File: config.mk
export PLATFORM = sky130hd
export DESIGN_NAME = bch_encode_arbiter_flat
export DESIGN_NICKNAME = d
export VERILOG_FILES = /design/src/rtl/bch_arb_pkg.sv /design/src/rtl/bch_encode_arbiter_if.sv /design/src/rtl/bch_rr_picker.sv /design/src/rtl/bch_encode_arbiter.sv /design/src/flat_wrapper.sv
export SDC_FILE = /design/constraint.sdc
export NUM_CORES = 1
export LEC_CHECK = 0
export CAP_MARGIN = 20
export CORE_MARGIN = 4
export CORE_UTILIZATION = 39
export CTS_BUF_LIST = sky130_fd_sc_hd__clkbuf_2
export CTS_CLUSTER_SIZE = 12
export DETAILED_ROUTE_END_ITERATION = 12
export PLACE_DENSITY = 0.78
export SYNTH_ARGS = -nofsm -noshare
export SYNTH_HDL_FRONTEND = slang
export SYNTH_HIERARCHICAL = 1
export SYNTH_SLANG_ARGS = --single-unit
File: constraint.sdc
create_clock -name clk -period 3.13 [get_ports clk]
set_clock_uncertainty 0.15 [all_clocks]
set_input_delay 0.939 -clock clk [delete_from_list [all_inputs] [get_ports clk]]
set_output_delay 0.939 -clock clk [all_outputs]
set_load 0.03 [all_outputs]
File: src/rtl/bch_arb_pkg.sv
// bch_arb_pkg: state encoding, ID width helper and default watchdog limit
// shared by the BCH encode arbiter, its interface and its round-robin picker.
package bch_arb_pkg;

    typedef enum logic [1:0] {
        IDLE    = 2'd0,
        ISSUE   = 2'd1,
        WAIT    = 2'd2,
        DELIVER = 2'd3
    } state_t;

    localparam int DEFAULT_TIMEOUT_CYCLES = 1023;

    // Number of bits needed to index n items (minimum of 1 bit for n<=2).
    function automatic int clog2(input int n);
        int r;
        int v;
        r = 0;
        v = n - 1;
        while (v > 0) begin
            r = r + 1;
            v = v >> 1;
        end
        if (r == 0) r = 1;
        return r;
    endfunction

endpackage

File: src/rtl/bch_encode_arbiter_if.sv
// bch_encode_arbiter_if: bundles the requester, encoder and result buses of
// the BCH encode arbiter. The master modport is the arbiter's view; slave is
// the view of the surrounding requesters/encoder/consumer.
interface bch_encode_arbiter_if
    import bch_arb_pkg::*;
#(
    parameter int NUM_REQ = 4,
    parameter int DATA_W  = 8,
    parameter int CODE_W  = 15,
    parameter int ID_W    = clog2(NUM_REQ)
) ();

    logic [NUM_REQ-1:0]        req_valid;
    logic [NUM_REQ*DATA_W-1:0] req_data;
    logic [NUM_REQ-1:0]        req_ready;
    logic                      enc_din_en;
    logic [DATA_W-1:0]         enc_data_in;
    logic                      enc_ready;
    logic                      enc_dout_valid;
    logic [CODE_W-1:0]         enc_data_out;
    logic                      out_valid;
    logic [CODE_W-1:0]         out_data;
    logic [ID_W-1:0]           out_id;
    logic                      out_err;
    logic                      out_ready;
    logic                      busy;

    modport master (
        input  req_valid, req_data, enc_ready, enc_dout_valid, enc_data_out, out_ready,
        output req_ready, enc_din_en, enc_data_in, out_valid, out_data, out_id, out_err, busy
    );

    modport slave (
        output req_valid, req_data, enc_ready, enc_dout_valid, enc_data_out, out_ready,
        input  req_ready, enc_din_en, enc_data_in, out_valid, out_data, out_id, out_err, busy
    );

endinterface

File: src/rtl/bch_rr_picker.sv
// bch_rr_picker: purely combinational round-robin selector. Searches the
// request vector starting one past the last grant, wrapping modulo NUM_REQ
// so non-power-of-two requester counts rotate correctly.
module bch_rr_picker
    import bch_arb_pkg::*;
#(
    parameter int NUM_REQ = 4,
    parameter int ID_W    = clog2(NUM_REQ)
) (
    input  logic [NUM_REQ-1:0] i_req,
    input  logic [ID_W-1:0]    i_lastGrant,
    output logic [NUM_REQ-1:0] o_grant,
    output logic [ID_W-1:0]    o_idx,
    output logic               o_any
);

    logic [ID_W-1:0] w_cand;

    // First requesting slot after the previous winner becomes the one-hot grant.
    always_comb begin
        o_grant = '0;
        o_idx   = '0;
        o_any   = 1'b0;
        w_cand  = '0;
        for (int k = 1; k <= NUM_REQ; k++) begin
            w_cand = ID_W'((int'(i_lastGrant) + k) % NUM_REQ);
            if (!o_any && i_req[w_cand]) begin
                o_any           = 1'b1;
                o_grant[w_cand] = 1'b1;
                o_idx           = w_cand;
            end
        end
    end

endmodule

File: src/rtl/bch_encode_arbiter.sv
// bch_encode_arbiter: shares one BCH encode wrapper between NUM_REQ
// requesters. Takes one word from the round-robin winner, pulses the encoder,
// waits for the codeword and returns it tagged with the requester ID.
// Optional watchdog in WAIT is enabled by defining BCH_ARB_TIMEOUT_EN.
module bch_encode_arbiter
    import bch_arb_pkg::*;
#(
    parameter int NUM_REQ        = 4,
    parameter int DATA_W         = 8,
    parameter int CODE_W         = 15,
    parameter int TIMEOUT_CYCLES = DEFAULT_TIMEOUT_CYCLES
) (
    input  logic                 clk,
    input  logic                 reset_n,
    bch_encode_arbiter_if.master bus
);

    localparam int ID_W = clog2(NUM_REQ);

    // Reject configurations the round-robin index and watchdog cannot support.
    generate
        if (NUM_REQ < 2 || NUM_REQ > 16) begin : g_badNumReq
            $error("bch_encode_arbiter: NUM_REQ must be within 2..16");
        end
        if (TIMEOUT_CYCLES < 1) begin : g_badTimeout
            $error("bch_encode_arbiter: TIMEOUT_CYCLES must be at least 1");
        end
    endgenerate

    state_t             r_state;
    state_t             w_nextState;
    logic [ID_W-1:0]    r_lastGrant;
    logic [ID_W-1:0]    r_id;
    logic [DATA_W-1:0]  r_encData;
    logic               r_outValid;
    logic [CODE_W-1:0]  r_outData;
    logic [ID_W-1:0]    r_outId;
    logic [NUM_REQ-1:0] w_grant;
    logic [ID_W-1:0]    w_grantIdx;
    logic               w_grantAny;
    logic               w_take;
    logic [DATA_W-1:0]  w_grantData;
    logic               w_expire;

    bch_rr_picker #(
        .NUM_REQ (NUM_REQ),
        .ID_W    (ID_W)
    ) u_picker (
        .i_req       (bus.req_valid),
        .i_lastGrant (r_lastGrant),
        .o_grant     (w_grant),
        .o_idx       (w_grantIdx),
        .o_any       (w_grantAny)
    );

    // A grant is only offered while idle and the encoder reports ready.
    assign w_take = (r_state == IDLE) && bus.enc_ready && w_grantAny;

    // Select the winning requester's word from the flattened data bus.
    always_comb begin
        w_grantData = '0;
        for (int i = 0; i < NUM_REQ; i++) begin
            if (w_grantIdx == ID_W'(i)) begin
                w_grantData = bus.req_data[i*DATA_W +: DATA_W];
            end
        end
    end

`ifdef BCH_ARB_TIMEOUT_EN
    localparam int TIMER_W = clog2(TIMEOUT_CYCLES + 1);

    logic [TIMER_W-1:0] r_timer;
    logic               r_outErr;

    assign w_expire = (r_state == WAIT) && (r_timer == TIMER_W'(TIMEOUT_CYCLES - 1));

    // Watchdog counts WAIT cycles; a real codeword on the expiry edge still wins.
    always_ff @(posedge clk) begin
        if (!reset_n) begin
            r_timer  <= '0;
            r_outErr <= 1'b0;
        end else begin
            if (r_state == ISSUE) begin
                r_timer <= '0;
            end else if (r_state == WAIT) begin
                r_timer <= r_timer + 1'b1;
            end
            if (r_state == WAIT && bus.enc_dout_valid) begin
                r_outErr <= 1'b0;
            end else if (w_expire) begin
                r_outErr <= 1'b1;
            end
        end
    end

    assign bus.out_err = r_outErr;
`else
    assign w_expire    = 1'b0;
    assign bus.out_err = 1'b0;
`endif

    // Next-state logic: grant, single-cycle issue, wait for codeword, hold until accepted.
    always_comb begin
        w_nextState = r_state;
        case (r_state)
            IDLE:    if (w_take) w_nextState = ISSUE;
            ISSUE:   w_nextState = WAIT;
            WAIT:    if (bus.enc_dout_valid || w_expire) w_nextState = DELIVER;
            DELIVER: if (bus.out_ready) w_nextState = IDLE;
            default: w_nextState = IDLE;
        endcase
    end

    // State register plus the grant and result datapath registers.
    always_ff @(posedge clk) begin
        if (!reset_n) begin
            r_state     <= IDLE;
            r_lastGrant <= ID_W'(NUM_REQ - 1);
            r_id        <= '0;
            r_encData   <= '0;
            r_outValid  <= 1'b0;
            r_outData   <= '0;
            r_outId     <= '0;
        end else begin
            r_state <= w_nextState;
            case (r_state)
                IDLE: begin
                    if (w_take) begin
                        r_encData   <= w_grantData;
                        r_id        <= w_grantIdx;
                        r_lastGrant <= w_grantIdx;
                    end
                end
                WAIT: begin
                    if (bus.enc_dout_valid) begin
                        r_outValid <= 1'b1;
                        r_outData  <= bus.enc_data_out;
                        r_outId    <= r_id;
                    end else if (w_expire) begin
                        r_outValid <= 1'b1;
                        r_outData  <= '0;
                        r_outId    <= r_id;
                    end
                end
                DELIVER: begin
                    if (bus.out_ready) r_outValid <= 1'b0;
                end
                default: ;
            endcase
        end
    end

    assign bus.req_ready   = w_take ? w_grant : '0;
    assign bus.enc_din_en  = (r_state == ISSUE);
    assign bus.enc_data_in = r_encData;
    assign bus.out_valid   = r_outValid;
    assign bus.out_data    = r_outData;
    assign bus.out_id      = r_outId;
    assign bus.busy        = (r_state != IDLE);

endmodule

File: src/flat_wrapper.sv
// flat-port wrapper written by rule: the top's interface ports become plain ports
module bch_encode_arbiter_flat import bch_arb_pkg::*;
#(
    parameter int NUM_REQ        = 4,
    parameter int DATA_W         = 8,
    parameter int CODE_W         = 15,
    parameter int TIMEOUT_CYCLES = DEFAULT_TIMEOUT_CYCLES
)
  (clk, reset_n, bus_req_valid, bus_req_data, bus_enc_ready, bus_enc_dout_valid, bus_enc_data_out, bus_out_ready, bus_req_ready, bus_enc_din_en, bus_enc_data_in, bus_out_valid, bus_out_data, bus_out_id, bus_out_err, bus_busy);
  bch_encode_arbiter_if #(.NUM_REQ(NUM_REQ), .DATA_W(DATA_W), .CODE_W(CODE_W)) bus_i ();
  input  logic clk;
  input  logic reset_n;
  input wire logic [$bits(bus_i.req_valid)-1:0] bus_req_valid;
  input wire logic [$bits(bus_i.req_data)-1:0] bus_req_data;
  input wire logic [$bits(bus_i.enc_ready)-1:0] bus_enc_ready;
  input wire logic [$bits(bus_i.enc_dout_valid)-1:0] bus_enc_dout_valid;
  input wire logic [$bits(bus_i.enc_data_out)-1:0] bus_enc_data_out;
  input wire logic [$bits(bus_i.out_ready)-1:0] bus_out_ready;
  output wire logic [$bits(bus_i.req_ready)-1:0] bus_req_ready;
  output wire logic [$bits(bus_i.enc_din_en)-1:0] bus_enc_din_en;
  output wire logic [$bits(bus_i.enc_data_in)-1:0] bus_enc_data_in;
  output wire logic [$bits(bus_i.out_valid)-1:0] bus_out_valid;
  output wire logic [$bits(bus_i.out_data)-1:0] bus_out_data;
  output wire logic [$bits(bus_i.out_id)-1:0] bus_out_id;
  output wire logic [$bits(bus_i.out_err)-1:0] bus_out_err;
  output wire logic [$bits(bus_i.busy)-1:0] bus_busy;
  assign bus_i.req_valid = bus_req_valid;
  assign bus_i.req_data = bus_req_data;
  assign bus_i.enc_ready = bus_enc_ready;
  assign bus_i.enc_dout_valid = bus_enc_dout_valid;
  assign bus_i.enc_data_out = bus_enc_data_out;
  assign bus_i.out_ready = bus_out_ready;
  assign bus_req_ready = bus_i.req_ready;
  assign bus_enc_din_en = bus_i.enc_din_en;
  assign bus_enc_data_in = bus_i.enc_data_in;
  assign bus_out_valid = bus_i.out_valid;
  assign bus_out_data = bus_i.out_data;
  assign bus_out_id = bus_i.out_id;
  assign bus_out_err = bus_i.out_err;
  assign bus_busy = bus_i.busy;
  bch_encode_arbiter #(.NUM_REQ(NUM_REQ), .DATA_W(DATA_W), .CODE_W(CODE_W), .TIMEOUT_CYCLES(TIMEOUT_CYCLES)) u_core (.clk(clk), .reset_n(reset_n), .bus(bus_i));
endmodule
==> results.sh <==
export IMPL_status="finished with violations"
export IMPL_violated_checks="negative setup slack"
export IMPL_num_vias=2044
export IMPL_routed_wire_length_per_instance_um=14.5
export IMPL_power_mw=2.30
export IMPL_count_of_yosys_warnings_during_synthesis=6
export IMPL_clkSinkCount=32
export IMPL_coreArea_um2=5110
export IMPL_syn_inst=227
export IMPL_min_delay_path_depth=2
export IMPL_routed_wl_um=5890
export IMPL_placement_rows=26
export IMPL_viasPerCell=5.02
export IMPL_p_leak_nw=1.26
export IMPL_cpPeakStageDelay_ps=380
export IMPL_finalSetupViolations=4
export IMPL_fillers=456
export IMPL_antenna_violations_before_repair=0
export IMPL_effective_utilization_at_floorplan_pct=40.0
export IMPL_r2r_worst_path_cells=11
export IMPL_globalRouteTotalUtil_pct=18.7
export IMPL_worstSkewPairLatency_ps=360
export IMPL_first_iter_violations=87
export IMPL_count_of_hold_fix_buffers_inserted_at_cts=0
export IMPL_areaGrowthSynthToFinish_pct=59.6
export IMPL_cts_buffer_depth=2
export IMPL_final_antenna_net_count=0
export IMPL_intPower_mw=1.38
export IMPL_fin_util_pct=63.9
export IMPL_timing_hold_violations_final=0
export IMPL_ir_worst_vdd_mv=0.435
export IMPL_synth_area_leaders="sky130_fd_sc_hd__dfxtp_1 31%, sky130_fd_sc_hd__nand2_1 12%, sky130_fd_sc_hd__mux4_2 9.9%"
export IMPL_sw_frac_of_total_pct=40.1
export IMPL_synthesis_nets=295
export IMPL_clk_root_buffer_cell="sky130_fd_sc_hd__clkbuf_2"
export IMPL_floorplan_die_area_um2=6460
export IMPL_finalWorstSetupSlack_ps=-321
export IMPL_placed_area_um2=3100
export IMPL_finalNetCount=404
export IMPL_mappedNetlistArea_um2=2040
export IMPL_layout_min_cycle_time_ps=3450
export IMPL_number_of_remaining_drc_errors=0
export IMPL_hp_class="register to register"
export IMPL_numCtsBuffers=5
export IMPL_overflow=0
export IMPL_critical_path_max_fanout=5
export IMPL_finalMaxSlewViolations=0
export IMPL_crit_slowest_cell="sky130_fd_sc_hd__or3b_1"
export IMPL_hold_ws_ps=313
export IMPL_ys_seq_area_share_pct=31.3
export IMPL_cts_htree_levels=2
export IMPL_synth_ff_latch_count=32
export IMPL_power_switching_uw=921
export IMPL_synth_top_cell_area_share_pct=31.3
export IMPL_post_route_period_util_pct=110
export IMPL_drive_gt1_share_pct=22.0
export IMPL_post_route_cell_area_um2=3260
export IMPL_number_of_max_cap_violations=0
export IMPL_post_synth_cell_area_avg_um2=9.01
export IMPL_netlist_top_cell_by_area="sky130_fd_sc_hd__dfxtp_1"
export IMPL_power_density_nw_per_um2=704
export IMPL_buffer_ports_inserted=87
export IMPL_hpwlAfterDp_um=4580
export IMPL_tritoncts="yes"
export IMPL_worstPathCellList="buf_8, or3b_1, o21ai_1, a21oi_1, o22ai_2, a221o_1, and2_4, buf_6"
export IMPL_routabilityCongestion=0.914
export IMPL_timing_worst_slew_pin_value_ps=582
export IMPL_grt_pass1_vias=1985
export IMPL_critPathKind="input pin to output port"
export IMPL_seq_power_share_pct=23.9
export IMPL_cp_data_arrival_time_ps=2360
export IMPL_critPathRequiredTime_ps=2040
export IMPL_die_width_um=80.4
export IMPL_pwr_share_clk_pct=12.1
export IMPL_die_h_um=80.4
export IMPL_global_route_wire_length_before_repair_um=9430
export IMPL_synth_distinct_cells=43
export IMPL_clk_pin_slew_worst_setup_hold_paths_ps=140
export IMPL_ioPinCount=89
export IMPL_share_comb_of_total_power_pct=64.0
export IMPL_worst_slew_margin_pct=61.2
export IMPL_dr_pass1_iters=5
export IMPL_grt_max_degree=18
export IMPL_antenna_cells_inserted=0
export IMPL_start_kind="input pin"
export IMPL_end_kind="output port"
export IMPL_fmaxAchievable_ghz=0.290
export IMPL_grt_setup_unrepaired="yes"
## placed cells by master, fill, tap and decap left out, types with 2 or more instances in the layout
cell	count
sky130_fd_sc_hd__a21oi_1	3
sky130_fd_sc_hd__clkdlybuf4s50_1	79
sky130_fd_sc_hd__nor2b_1	2
sky130_fd_sc_hd__nand3_1	3
sky130_fd_sc_hd__buf_6	7
sky130_fd_sc_hd__dfxtp_1	31
sky130_fd_sc_hd__o21a_1	2
sky130_fd_sc_hd__nand2b_1	2
sky130_fd_sc_hd__ha_1	11
sky130_fd_sc_hd__o21ai_0	2
sky130_fd_sc_hd__inv_1	6
sky130_fd_sc_hd__mux2i_1	2
sky130_fd_sc_hd__mux4_2	9
sky130_fd_sc_hd__a221o_1	4
sky130_fd_sc_hd__buf_12	2
sky130_fd_sc_hd__a21boi_0	15
sky130_fd_sc_hd__nand2_1	63
sky130_fd_sc_hd__o21ai_1	5
sky130_fd_sc_hd__buf_8	2
sky130_fd_sc_hd__o31a_1	2
sky130_fd_sc_hd__clkbuf_2	6
sky130_fd_sc_hd__o2bb2ai_1	8
sky130_fd_sc_hd__and2_4	5
sky130_fd_sc_hd__nor2_1	6
sky130_fd_sc_hd__a21boi_1	7
sky130_fd_sc_hd__inv_2	2
sky130_fd_sc_hd__buf_4	27
## path summary, 6_finish.rpt
path	startpoint	endpoint	slack (ps)
min	u_core/r_id[1]	u_core/bus.out_id[1]	310
max	bus_req_valid[3]	bus_req_ready[0]	-320
max reg2reg	u_core/r_lastGrant[0]	u_core/bus.enc_data_in[4]	290
min reg2reg	u_core/r_id[1]	u_core/bus.out_id[1]	310
## layer usage
layer	global-route usage, %	part of all wire, %	vias to the layer above
met2	31.6	51	79
met5	0	0	-
li1	-	-	1007
met3	4.93	7.6	11
met1	22.6	40	947
met4	7.26	1.9	0
## flip-flops by register name (all words and copies together) (netlist names)
name	count
u_core/r_lastGrant	2
u_core/bus.out_valid	1
u_core/bus.out_id	2
u_core/r_id	2
u_core/r_state	2
u_core/bus.out_data	15
u_core/bus.enc_data_in	8
## final cells by class
type	count	area [um^2]	share of cell area (%)
timing repair buffer	118	1150	35.2
clock inverter	2	35.0	1.07
multi-input combinational	171	1290	39.5
sequential	32	644	19.7
tap	70	87.6	2.68
clock buffer	6	30.0	0.920
inverter	8	30.0	0.920
## cell families (layout without fill, tap and decap cells)
group,count (synthesis),in the layout,share of synthesized area [%]
fa+ha+maj,12,12,7.34
buf+inv,24,134,7.47
mux,13,13,12.5
other cells,1,1,0.183
flops,32,32,31.3
simple gates,88,88,18.7
compound gates,57,57,22.5
## synthesized netlist by cell type (all sizes together)
cell,instances
a211oi,2
a21boi,22
a21oi,4
a221o,4
a221oi,3
a31oi,1
and2,6
and3,1
buf,13
clkbuf,3
conb,1
dfxtp,32
ha,12
inv,8
mux2i,4
mux4,9
nand2,63
nand2b,2
nand3,4
nor2,7
nor2b,2
nor3,1
nor4,1
o21a,2
o21ai,7
o22a,1
o22ai,1
o2bb2ai,8
o31a,2
or3b,1
## power by group through the flow
stage / logic (mW) / registers, mW / clock network (mW)
floorplan: 0.804 / 0.675 / 0
global placement: 1.36 / 0.552 / 0
detailed placement: 1.38 / 0.556 / 0
CTS: 1.43 / 0.547 / 0.290
global route: 1.58 / 0.562 / 0.308
finish: 1.47 / 0.548 / 0.279
## critical path, delay by kind of cell
kind	cells	cell delay, ps
AOI/OAI and AO/OA	4	670
buffers and inverters	2	220
and+or+nand+nor	2	530
## metrics by stage
stage / TNS (ps) / worst slack (ps) / cells
2_1_floorplan: -473 / -118 / 227
3_3_place_gp: -7020 / -668 / 394
3_5_place_dp: -7780 / -737 / 394
4_1_cts: -1040 / -281 / 403
5_1_grt: -1450 / -376 / 407
6_report: -1210 / -321 / 407
## timing repair
item,in CTS,in global routing
buffers inserted,1,4
resized for setup,31,5
hold endpoints to repair,0,0
setup endpoints to repair,12,4
pin swaps,6,5
gates cloned,0,0
Power figures use the tool's default switching activity.
==> patch 1, RTL diff (same flow settings) <==
`NUM_REQ` is set to 4 in 4 places; all go to 6.
--- a/src/rtl/bch_encode_arbiter_if.sv
+++ b/src/rtl/bch_encode_arbiter_if.sv
@@ -4,7 +4,7 @@
 interface bch_encode_arbiter_if
     import bch_arb_pkg::*;
 #(
-    parameter int NUM_REQ = 4,
+    parameter int NUM_REQ = 6,
     parameter int DATA_W  = 8,
     parameter int CODE_W  = 15,
     parameter int ID_W    = clog2(NUM_REQ)
--- a/src/rtl/bch_rr_picker.sv
+++ b/src/rtl/bch_rr_picker.sv
@@ -4,7 +4,7 @@
 module bch_rr_picker
     import bch_arb_pkg::*;
 #(
-    parameter int NUM_REQ = 4,
+    parameter int NUM_REQ = 6,
     parameter int ID_W    = clog2(NUM_REQ)
 ) (
     input  logic [NUM_REQ-1:0] i_req,
--- a/src/rtl/bch_encode_arbiter.sv
+++ b/src/rtl/bch_encode_arbiter.sv
@@ -5,7 +5,7 @@
 module bch_encode_arbiter
     import bch_arb_pkg::*;
 #(
-    parameter int NUM_REQ        = 4,
+    parameter int NUM_REQ        = 6,
     parameter int DATA_W         = 8,
     parameter int CODE_W         = 15,
     parameter int TIMEOUT_CYCLES = DEFAULT_TIMEOUT_CYCLES
--- a/src/flat_wrapper.sv
+++ b/src/flat_wrapper.sv
@@ -1,7 +1,7 @@
 // flat-port wrapper written by rule: the top's interface ports become plain ports
 module bch_encode_arbiter_flat import bch_arb_pkg::*;
 #(
-    parameter int NUM_REQ        = 4,
+    parameter int NUM_REQ        = 6,
     parameter int DATA_W         = 8,
     parameter int CODE_W         = 15,
     parameter int TIMEOUT_CYCLES = DEFAULT_TIMEOUT_CYCLES
Ports: changed (resized bus_out_id, bus_req_data, bus_req_ready and bus_req_valid); port bits go from 89 to 110. No check against the original RTL was run, so the function may have changed too.
==> patch 1 against the unedited design <==
The flow still finishes with violations (negative setup slack). Wire length increased by 87%. Register-to-register slack got worse by 1.3 ns. Sequential cell count grew 2. Count of clock-buffer cells in the layout fell by 1. Via count rose by 78%. Critical path depth rose by 8. Cell area is 67% higher. Core utilization up 10 points. First-iteration DRC count up 130%. Area after synthesis rose by 47%. Setup slack worse by 1.1 ns. Critical path type is now flop to primary output.
Power is not shown: default switching activity piles up to over one toggle a cycle in this logic, so the estimate is an artifact.
==> patch 1: results (changes against the unedited design) <==
| Metric | Value |
|---|---|
| Sequential cell area fraction in the yosys report | 22.6% (-8.7 points) |
| Slowest-stage cell, CP | or4b_4 |
| Largest net degree at the start of global routing | 19 (+1) |
| Dpl ws | -1.90 ns (-1.16 ns) |
| Hpwl dp | 8070 um (+76%) |
| Total setup buffers inserted after CTS | 16 (+15) |
| Net count, final | 682 (+69%) |
| GPL Wtd Cong | 0.910 (-0.43%) |
| Synth area leaders | dfxtp_1, nand2_1, ha_1 |
| Met2 wire length | 5460 um (+83%) |
| Vias per inst | 5.25 (+4.4%) |
| GRT Overall Usage | 22.5% (+3.8 points) |
| Status | finished, violations left |
| Failing checks | negative setup slack |
| DRT iter0 DRCs | 201 (+130%) |
| DR WL met3 | 623 um (+39%) |
| Startpoint of the worst hold path | u_core/bus.out_data[9]$_SDFFE_PN0P_ |
| Worst skew pair latency | 0.39 ns (+0.03 ns) |
| Worst-path clk slew | 0.20 ns (+0.06 ns) |
| Final setup viols | 21 (+17) |
| Post-DP Area | 0.00484 mm2 (+56%) |
| Met3 usage in global routing | 4.38% (-0.55 points) |
| Delay-heaviest family, CP | simple AND/OR/NAND/NOR gates |
| Setup tns final | -18.82 ns (-17.61 ns) |
| Setup WS post-layout | -1.47 ns (-1.15 ns) |
patch 1: cell count changes in the layout (fill, tap and decap cells not counted), sizes merged, moves of 8 or more:
| cell | delta |
|---|---|
| mux2 | +12 |
| buf | +82 |
| nor3 | +11 |
| clkdlybuf4s50 | +17 |
| o221ai | +12 |
| nand3 | +9 |
| nor2 | +25 |
| mux2i | +14 |
| inv | +12 |
| o2bb2ai | -8 |
| a21oi | +10 |
patch 1: kinds of logic after synthesis:
family | count (synthesis) | share of synthesized area (%)
xor+xnor | 3 | 1.37
compound gates | 98 | 25.0
simple gates | 159 | 25.1
buf+inv | 49 | 7.40
flops | 34 | 22.6
other cells | 1 | 0.125
mux | 32 | 12.1
fa+ha+maj | 15 | 6.23
patch 1: layout make-up:
class                   count  area, um2  area share (%)
inverters                  21       90.1            1.65
clock buffers               5       25.0           0.458
repair buffers            223       2020            36.9
well taps                  99        124            2.27
flip-flops and latches     34        692            12.7
clock inverters             3       45.0           0.824
multi-input cells         308       2470            45.2
==> patch 2, RTL diff (same flow settings) <==
Made on the original files. Re-encode `state_t` (4 states) as one-hot, 4 bits wide.
--- a/src/rtl/bch_arb_pkg.sv
+++ b/src/rtl/bch_arb_pkg.sv
@@ -2,11 +2,11 @@
 // shared by the BCH encode arbiter, its interface and its round-robin picker.
 package bch_arb_pkg;
 
-    typedef enum logic [1:0] {
-        IDLE    = 2'd0,
-        ISSUE   = 2'd1,
-        WAIT    = 2'd2,
-        DELIVER = 2'd3
+    typedef enum logic [3:0] {
+        IDLE    = 4'b0001,
+        ISSUE   = 4'b0010,
+        WAIT    = 4'b0100,
+        DELIVER = 4'b1000
     } state_t;
 
     localparam int DEFAULT_TIMEOUT_CYCLES = 1023;
Behaviour: no difference found for any inputs over 4 cycles, from zero or initial values and one cycle with reset_n low; so few cycles prove little.
==> patch 2 against the unedited design <==
The run still ends with negative setup slack left. Global-route usage is 1.2 points higher. Sequential share of layout area is 0.62 points higher. Cell area is 3.2% higher. Sequential cell count is 2 higher. Core utilization is 1.2 points higher. Wire length is 9.0% higher. Setup slack worse by 0.0050 ns. Area after synthesis is 3.7% higher. Via count is 6.4% higher. Critical path type unchanged. Critical endpoint is now bus_req_ready[3].
Power is not compared: it rests on default switching activity, and its combinational part moved more than twofold at a synthesized area within 25%.
==> patch 2: results (changes against the unedited design) <==
| Metric | Value |
|---|---|
| GRT Overall Usage | 19.9% (+1.2 points) |
| 1st-pass router iterations | 4 (-1) |
| Worst Setup EP | bus_req_ready[3] |
| Sequential cell area fraction in the yosys report | 32.1% (+0.78 points) |
| First-pass GRT wire length | 10300 um (+8.7%) |
| Final wirelength | 6420 um (+9.0%) |
| Leakage | 0.00125 uW |
| Dpl ws | -0.733 ns (+0.00472 ns) |
| Status | finished, violations left |
| DRT iter0 DRCs | 114 (+31%) |
| Slew HR | 38.0% (-23 points) |
| Post-DP Area | 0.00321 mm2 (+3.6%) |
| GPL Wtd Cong | 0.951 (+4.0%) |
| Number of global-route vias before repair | 2067 (+4.1%) |
| Worst skew pair latency | 0.38 ns (+0.02 ns) |
| Largest net degree at the start of global routing | 19 (+1) |
| Final setup viols | 4 (unchanged) |
| Worst-path clk slew | 0.19 ns (+0.05 ns) |
| Synth area leaders | dfxtp_1, mux4_2, o21ai_0 |
| Via count | 2174 (+6.4%) |
| Failing checks | negative setup slack |
| Critical path origin | bus_req_valid[1] |
| Layout cells sized above 1 | 22.3% (+0.33 points) |
| Commonest cells post-synth | dfxtp_1, o21ai_0, a21oi_1, nand3_1, nand2_1 |
| Worst-path fanout max | 6 (+1) |
| Reg-to-reg endpoint | u_core/bus.enc_data_in[3]$_SDFFE_PN0P_ |
| Synth Net Count | 298 (+1.0%) |
| Diode count | 0 (unchanged) |
| R2R depth | 10 (-1) |
| Setup WS post-layout | -0.326 ns (-0.00499 ns) |
patch 2: cell families after synthesis:
group | synth area share [%]
AO/OA/AOI/OAI | 24.3
adder cells (fa/ha/maj) | 4.72
buffers and inverters | 7.44
flip-flops | 32.1
multiplexers | 11.6
other | 0.177
AND/OR/NAND/NOR | 19.7
patch 2: cell type report:
type                            instances  area (um2)
Clock buffer                            5        25.0
Multi-Input combinational cell        172        1330
Sequential cell                        34         686
Inverter                                9        36.3
Timing Repair Buffer                  118        1140
Clock inverter                          3        63.8
Tap cell                               70        87.6
Fill cell                             423        1810
patch 2: per-stage QoR:
step           TNS (ns)  instances  total power, uW
3_5_place_dp      -7.57        402             1020
6_report          -1.24        411             1380
2_1_floorplan    -0.652        234              793
5_1_grt           -1.42        411             1460
4_1_cts           -1.38        410             1380
3_3_place_gp      -7.06        402             1010
patch 2: where the power goes:
| group | switching (uW) | internal [uW] | leakage [uW] | total (uW) |
|---|---|---|---|---|
| Combinational | 251 | 300 | 0.000920 | 552 |
| Sequential | 17.6 | 455 | 0.000277 | 473 |
| Clock | 147 | 213 | 0.0000506 | 360 |
patch 2: how the worst min path moves through the flow:
stage                                      startpoint                                 to  slack (ns)  cells after the start
floorplan                 u_core/r_id[0]$_SDFFE_PN0P_  u_core/bus.out_id[0]$_SDFFE_PN0P_        0.29                      2
global placement    u_core/bus.out_valid$_SDFFE_PN0P_  u_core/bus.out_valid$_SDFFE_PN0P_        0.30                      1
detailed placement  u_core/bus.out_valid$_SDFFE_PN0P_  u_core/bus.out_valid$_SDFFE_PN0P_        0.31                      1
CTS                       u_core/r_id[1]$_SDFFE_PN0P_  u_core/bus.out_id[1]$_SDFFE_PN0P_        0.32                      2
global route              u_core/r_id[1]$_SDFFE_PN0P_  u_core/bus.out_id[1]$_SDFFE_PN0P_        0.35                      2
finish                    u_core/r_id[1]$_SDFFE_PN0P_  u_core/bus.out_id[1]$_SDFFE_PN0P_        0.30                      2
patch 2: routing by layer:
layer	part of all wire (%)	GRT usage, %	up-vias
met1	42	25.6	1015
met2	50	33.0	70
met3	6.9	5.04	11
met5	0	0	-
met4	1.6	5.48	0
li1	-	-	1078
patch 2: critical path, stage by stage:
cell	delay, ns
buf_6	0.10
mux4_2	0.55
a211oi_4	0.26
a221o_1	0.21
and3_4	0.18
buf_6	0.13
patch 2: repair_timing:
action / in CTS / in global routing
setup endpoints to repair: 12 / 5
setup buffers: 0 / 1
gates resized for setup: 28 / 7
pin swaps: 7 / 6
